File: src/rtl/bpu_pcgen_pkg.sv
// Shared definitions for the fetch-PC generator: 2-bit direction counter
// encoding and the saturating counter helpers.
package bpu_pcgen_pkg;

  typedef logic [1:0] ctr_t;

  localparam ctr_t CTR_SNT = 2'b00;
  localparam ctr_t CTR_WNT = 2'b01;
  localparam ctr_t CTR_WT  = 2'b10;
  localparam ctr_t CTR_ST  = 2'b11;

  function automatic ctr_t ctr_inc(input ctr_t c);
    return (c == CTR_ST) ? CTR_ST : ctr_t'(c + 2'b01);
  endfunction

  function automatic ctr_t ctr_dec(input ctr_t c);
    return (c == CTR_SNT) ? CTR_SNT : ctr_t'(c - 2'b01);
  endfunction

endpackage

File: src/rtl/bpu_pcgen_table.sv
// Direct-mapped BTB with 2-bit direction counters: one combinational read
// port for fetch lookup and one registered training port with bulk flush.
module bpu_table
  import bpu_pcgen_pkg::*;
#(
  parameter int   DATA_WIDTH = 64,
  parameter int   ENTRIES    = 16,
  parameter int   TAG_BITS   = 10,
  parameter ctr_t CTR_INIT   = 2'b01,
  localparam int  IDX_BITS   = $clog2(ENTRIES),
  localparam int  KEY_W      = IDX_BITS + TAG_BITS
) (
  input  logic                  clk_i,
  input  logic                  rst_ni,
  input  logic [KEY_W-1:0]      rd_key_i,
  output logic                  rd_taken_o,
  output logic [DATA_WIDTH-1:0] rd_target_o,
  input  logic                  upd_valid_i,
  input  logic [KEY_W-1:0]      upd_key_i,
  input  logic                  upd_taken_i,
  input  logic [DATA_WIDTH-1:0] upd_target_i,
  input  logic                  flush_i
);

  typedef struct packed {
    logic                  valid;
    logic [TAG_BITS-1:0]   tag;
    logic [DATA_WIDTH-1:0] target;
    ctr_t                  ctr;
  } btb_entry_t;

  btb_entry_t tbl_q [ENTRIES];
  btb_entry_t tbl_d [ENTRIES];

  logic [IDX_BITS-1:0] rd_idx, upd_idx;
  logic [TAG_BITS-1:0] rd_tag, upd_tag;
  logic                rd_hit, upd_hit;

  assign rd_idx  = rd_key_i[IDX_BITS-1:0];
  assign rd_tag  = rd_key_i[KEY_W-1:IDX_BITS];
  assign upd_idx = upd_key_i[IDX_BITS-1:0];
  assign upd_tag = upd_key_i[KEY_W-1:IDX_BITS];

  assign rd_hit      = tbl_q[rd_idx].valid && (tbl_q[rd_idx].tag == rd_tag);
  assign rd_taken_o  = rd_hit && tbl_q[rd_idx].ctr[1];
  assign rd_target_o = tbl_q[rd_idx].target;

  assign upd_hit = tbl_q[upd_idx].valid && (tbl_q[upd_idx].tag == upd_tag);

  always_comb begin
    tbl_d = tbl_q;
    if (flush_i) begin
      // Flush wins over a same-cycle update; tags/targets are left stale.
      for (int i = 0; i < ENTRIES; i++) begin
        tbl_d[i].valid = 1'b0;
        tbl_d[i].ctr   = CTR_INIT;
      end
    end else if (upd_valid_i) begin
      if (upd_hit) begin
        if (upd_taken_i) begin
          tbl_d[upd_idx].ctr    = ctr_inc(tbl_q[upd_idx].ctr);
          tbl_d[upd_idx].target = upd_target_i;
        end else begin
          tbl_d[upd_idx].ctr    = ctr_dec(tbl_q[upd_idx].ctr);
        end
      end else if (upd_taken_i) begin
        tbl_d[upd_idx].valid  = 1'b1;
        tbl_d[upd_idx].tag    = upd_tag;
        tbl_d[upd_idx].target = upd_target_i;
        tbl_d[upd_idx].ctr    = CTR_WT;
      end
    end
  end

  always_ff @(posedge clk_i or negedge rst_ni) begin
    if (!rst_ni) begin
      for (int i = 0; i < ENTRIES; i++) begin
        tbl_q[i].valid  <= 1'b0;
        tbl_q[i].tag    <= '0;
        tbl_q[i].target <= '0;
        tbl_q[i].ctr    <= CTR_INIT;
      end
    end else begin
      tbl_q <= tbl_d;
    end
  end

endmodule

File: src/rtl/bpu_pcgen.sv
// Fetch-PC generator: owns the fetch PC, predicts the next PC from the BTB,
// and applies EX redirects and stalls.
module bpu_pcgen
  import bpu_pcgen_pkg::*;
#(
  parameter int                  DATA_WIDTH = 64,
  parameter int                  ENTRIES    = 16,
  parameter int                  TAG_BITS   = 10,
  parameter logic [DATA_WIDTH-1:0] RESET_PC = 64'h8000_0000,
  parameter ctr_t                CTR_INIT   = 2'b01,
  parameter int                  CNT_WIDTH  = 32
) (
  input  logic                  clk_i,
  input  logic                  rst_ni,
  input  logic                  stall_i,
  input  logic                  redirect_i,
  input  logic [DATA_WIDTH-1:0] redirect_pc_i,
  input  logic                  upd_valid_i,
  input  logic [DATA_WIDTH-1:0] upd_pc_i,
  input  logic                  upd_taken_i,
  input  logic [DATA_WIDTH-1:0] upd_target_i,
  input  logic                  flush_bpu_i,
  output logic [DATA_WIDTH-1:0] pc_o,
  output logic                  pred_taken_o,
  output logic [DATA_WIDTH-1:0] pred_npc_o,
  output logic [CNT_WIDTH-1:0]  mispredict_cnt_o
);

  localparam int IDX_BITS = $clog2(ENTRIES);
  localparam int KEY_W    = IDX_BITS + TAG_BITS;

  logic [DATA_WIDTH-1:0] pc_q, pc_d;
  logic [CNT_WIDTH-1:0]  cnt_q, cnt_d;
  logic [DATA_WIDTH-1:0] btb_target;
  logic                  btb_taken;
  logic                  unused_upd_pc;

  // Only the index/tag slice of upd_pc_i matters; the rest is ignored.
  assign unused_upd_pc = ^upd_pc_i;

  bpu_table #(
    .DATA_WIDTH (DATA_WIDTH),
    .ENTRIES    (ENTRIES),
    .TAG_BITS   (TAG_BITS),
    .CTR_INIT   (CTR_INIT)
  ) u_table (
    .clk_i        (clk_i),
    .rst_ni       (rst_ni),
    .rd_key_i     (pc_q[KEY_W+1:2]),
    .rd_taken_o   (btb_taken),
    .rd_target_o  (btb_target),
    .upd_valid_i  (upd_valid_i),
    .upd_key_i    (upd_pc_i[KEY_W+1:2]),
    .upd_taken_i  (upd_taken_i),
    .upd_target_i (upd_target_i),
    .flush_i      (flush_bpu_i)
  );

  assign pred_taken_o     = btb_taken;
  assign pred_npc_o       = btb_taken ? btb_target : pc_q + DATA_WIDTH'(4);
  assign pc_o             = pc_q;
  assign mispredict_cnt_o = cnt_q;

  always_comb begin
    pc_d  = pred_npc_o;
    cnt_d = cnt_q;
    if (redirect_i) begin
      pc_d  = redirect_pc_i;
      cnt_d = cnt_q + CNT_WIDTH'(1);
    end else if (stall_i) begin
      pc_d  = pc_q;
    end
  end

  always_ff @(posedge clk_i or negedge rst_ni) begin
    if (!rst_ni) begin
      pc_q  <= RESET_PC;
      cnt_q <= '0;
    end else begin
      pc_q  <= pc_d;
      cnt_q <= cnt_d;
    end
  end

endmodule

File: config.mk
export PLATFORM = sky130hd
export DESIGN_NAME = bpu_pcgen
export DESIGN_NICKNAME = d
export VERILOG_FILES = /design/src/rtl/bpu_pcgen_pkg.sv /design/src/rtl/bpu_pcgen_table.sv /design/src/rtl/bpu_pcgen.sv
export SDC_FILE = /design/constraint.sdc
export NUM_CORES = 2
export LEC_CHECK = 0
export CAP_MARGIN = 20
export CORE_MARGIN = 2
export CORE_UTILIZATION = 35
export CTS_CLUSTER_DIAMETER = 40
export DETAILED_ROUTE_END_ITERATION = 12
export PLACE_DENSITY = 0.6
export SETUP_SLACK_MARGIN = 0.02
export SLEW_MARGIN = 5
export SYNTH_ARGS = -nofsm -noshare
export SYNTH_HDL_FRONTEND = slang
export SYNTH_SLANG_ARGS = --single-unit
File: constraint.sdc
create_clock -name clk_i -period 4.3 [get_ports clk_i]
set_input_delay 0.86 -clock clk_i [delete_from_list [all_inputs] [get_ports clk_i]]
set_output_delay 0.86 -clock clk_i [all_outputs]
set_load 0.01 [all_outputs]
==> results.md <==
- Type of origin of the critical path: flip-flop
- Starting DRT DRC Count: 2,827
- Post-layout minimum cycle time: 5.168 ns
- RSZ-0062 raised after global routing: true
- Period utilization: 120.2%
- Mapped Cells: 4,425
- Die ar.: 186,700 sq um
- Yosys cell types: 75
- Worst-Skew Late Latency: 0.83 ns
- HPWL Detailed: 118.4 mm
- R2R Setup Slk: 0.50 ns
- Hold Violations, Final: 0
- Max cap viols: 0
- Worst-margin pin slew: 0.9953 ns
- Pwr Density: 480.3 nW/um^2
- Ys Warns: 0
- Worst Min Path Start: mispredict_cnt_o[31]
- Cell taking the most area after synthesis: dfrtp_1
- Crit path max fanout: 5
- Pre-CTS setup slack: -0.8197 ns
- Die W: 432.1 um
- Sequential fraction of the synthesis area: 51.85%
- DR vias/cell: 5.547
- Predominant post-synthesis flop cell: dfrtp_1
- Seq cells post-synth: 1,328
- Top cell type's share of synthesized area: 51.15%
- Worst Hold Endpoint: mispredict_cnt_o[31]
- Routed len/inst: 26.37 um
- CTS buffer count: 210
- # rows: 157
- Failing checks: setup timing
- Largest net degree at the start of global routing: 144
- Setup ws final: -0.8682 ns
- Post-synthesis average cell area: 14.49 sq um
- RD Place Congestion: 0.8721
- Total gr overflow: 0
- Synth area leaders: dfrtp_1 (51%), mux2_2 (21%), mux4_2 (14%), clkbuf_1 (1.7%), mux2i_1 (1.3%)
- Crit Reg-Reg Endpoint: pc_o[37]
- DRC viols: 0
- Core area: 182,500 sq um
- DR vias: 42,140
- Worst Skew: 0.02995 ns
- Initial Utilization: 35.14%
- Number of global-route vias before repair: 43,760
- Clock sink count: 1,328
- Initial antenna violation count: 27
- First-pass GRT wire length: 293.3 mm
- CTS tree: built
- # port buffers: 309
- Crit. End Element: output pin
- Routed wire length: 200.3 mm
- Leak: 37.05 nW
- Post-route ant nets: 0
- Peak supply drop: 0.3675 mV
- Met2 routed WL: 101.1 mm
- Most common cell in the netlist: dfrtp_1
- Crit path kind: flip-flop to output pin
- Cells after DPL: 7,121
- Clock Root Buffer: clkbuf_16
- Top sig layer: met5
- WP data arrival: 4.31 ns
- Io pins: 360
- FF-to-FF Start: pc_o[2]
- Rel. slew slack: 33.65%
- GRT Total Usage: 21.01%
- EDFF count, synth: 0
- Hold Crit Class: flip-flop to flip-flop
- Clock Path Buffers: 3
- CP Data Required Time: 3.44 ns
- Layout cells sized above 1: 52.58%
- Clock Pin Slew Worst Setup and Hold Paths: 0.05 ns
- Worst Hold Path Cells: 1
- Slew Viols, Final: 0
- Final Setup Violations: 65
- DIE HEIGHT: 432.1 um
- Synth top cells by count: dfrtp_1 (1,311), mux2_2 (1,197), mux4_2 (392), clkbuf_1 (298), nor2_1 (197)
- Fraction of registers with async set/reset: 100.0%
- FMAX: 193.5 MHz
- Routed met3 length: 9.357 mm
- Final Non-Filler Cells: 7,598
- CTS HTree Levels: 4
- Synthesized cell area: 64,130 sq um
- TNS Setup: -49.44 ns
- R2R depth: 16
- Syn Nets: 4,626
- Outcome: complete, but fails checks
- Nets@finish: 5,224
- Pre-antenna DRT Iters: 5
- Area Overhead vs Synth: 28.15%
- M1 WL: 80.64 mm
cells by family after synthesis:
group           count (synthesis)  synth area share, %
buf+inv                       417                2.677
flops                        1328                51.85
simple gates                  618                4.698
fa+ha+maj                       2              0.03901
compound gates                281                3.196
xor+xnor                      108                1.475
mux                          1671                36.06
power breakdown:
part | total [mW] | switching, mW | leakage [nW] | internal, mW
clock network | 17.7 | 6.66 | 3.59 | 11.1
logic | 6.73 | 3.05 | 15.9 | 3.68
registers | 15.0 | 0.929 | 17.5 | 14.1
total | 39.5 | 10.6 | 37.0 | 28.8
registers in the layout (all words and copies together), names as in the netlist:
signal	cells
pc_o	64
mispredict_cnt_o	32
u_table.tbl_q	1232
metal layers:
| layer | vias to the layer above | global-route usage (%) |
|---|---|---|
| met3 | 404 | 3.258 |
| met4 | 18 | 9.567 |
| li1 | 17920 | - |
| met2 | 1138 | 35.70 |
| met1 | 22670 | 26.35 |
| met5 | - | 0 |
worst max-delay path: stages, from the launching register on:
cell	delay (ns)
dfrtp_4	0.50
buf_12	0.15
buf_12	0.14
mux4_2	0.43
mux2i_2	0.19
buf_4	0.18
xor2_2	0.16
o2111ai_2	0.19
a211o_4	0.39
and3b_4	0.37
buf_12	0.13
buf_16	0.15
clkbuf_16	0.20
nor2_4	0.04
nor2_1	0.10
buf_2	0.14
stage by stage:
| stage | hold slack, ns | area, sq um | power [mW] | util (%) |
|---|---|---|---|---|
| floorplan | 0.4726 | 64130 | 18.87 | - |
| global placement | 0.4586 | 72650 | 21.33 | 39.81 |
| detailed placement | 0.4760 | 72650 | 21.51 | 39.81 |
| CTS | 0.4276 | 80860 | 39.48 | 44.31 |
| global route | 0.4923 | 82180 | 40.99 | 45.03 |
| finish | 0.4741 | 82190 | 39.47 | 45.04 |
cell type report:
class,count,area (sq um)
inverter,25,98.84
timing repair buffer,778,7954
sequential,1328,33260
fill,16040,100300
multi-input combinational,2680,30400
tap,2385,2984
antenna,11,27.53
clock buffer,236,5503
clock inverter,155,1958
cells in the final DEF, fill, tap and decap left out, drive strengths merged, types with 33 or more instances in the layout:
cell,count
clkdlybuf4s50,238
nor3,105
and3,74
xor2,33
xnor2,75
mux2,1197
nand3,53
buf,526
nand2,95
mux2i,82
mux4,392
clkbuf,249
dfrtp,1311
nor2,197
clkinv,60
o31ai,64
a21oi,68
inv,62
worst max-delay path by stage:
stage,from,end,cells past startpoint
after global placement,pc_o[3],pred_npc_o[5],14
after floorplan,pc_o[2],pred_npc_o[62],10
after detailed placement,pc_o[3],pred_npc_o[5],14
after CTS,pc_o[2],pred_npc_o[43],15
final,pc_o[2],pred_npc_o[32],15
after global routing,pc_o[2],pred_npc_o[32],15
what timing repair did:
item	4_1_cts	5_1_grt
pin swaps	20	87
hold endpoints to repair	16	0
cloned	8	12
resized for setup	320	254
setup buffers	21	38
endpoints found under the setup margin	65	65
hold buffers	1	0
Power figures use the tool's default switching activity.
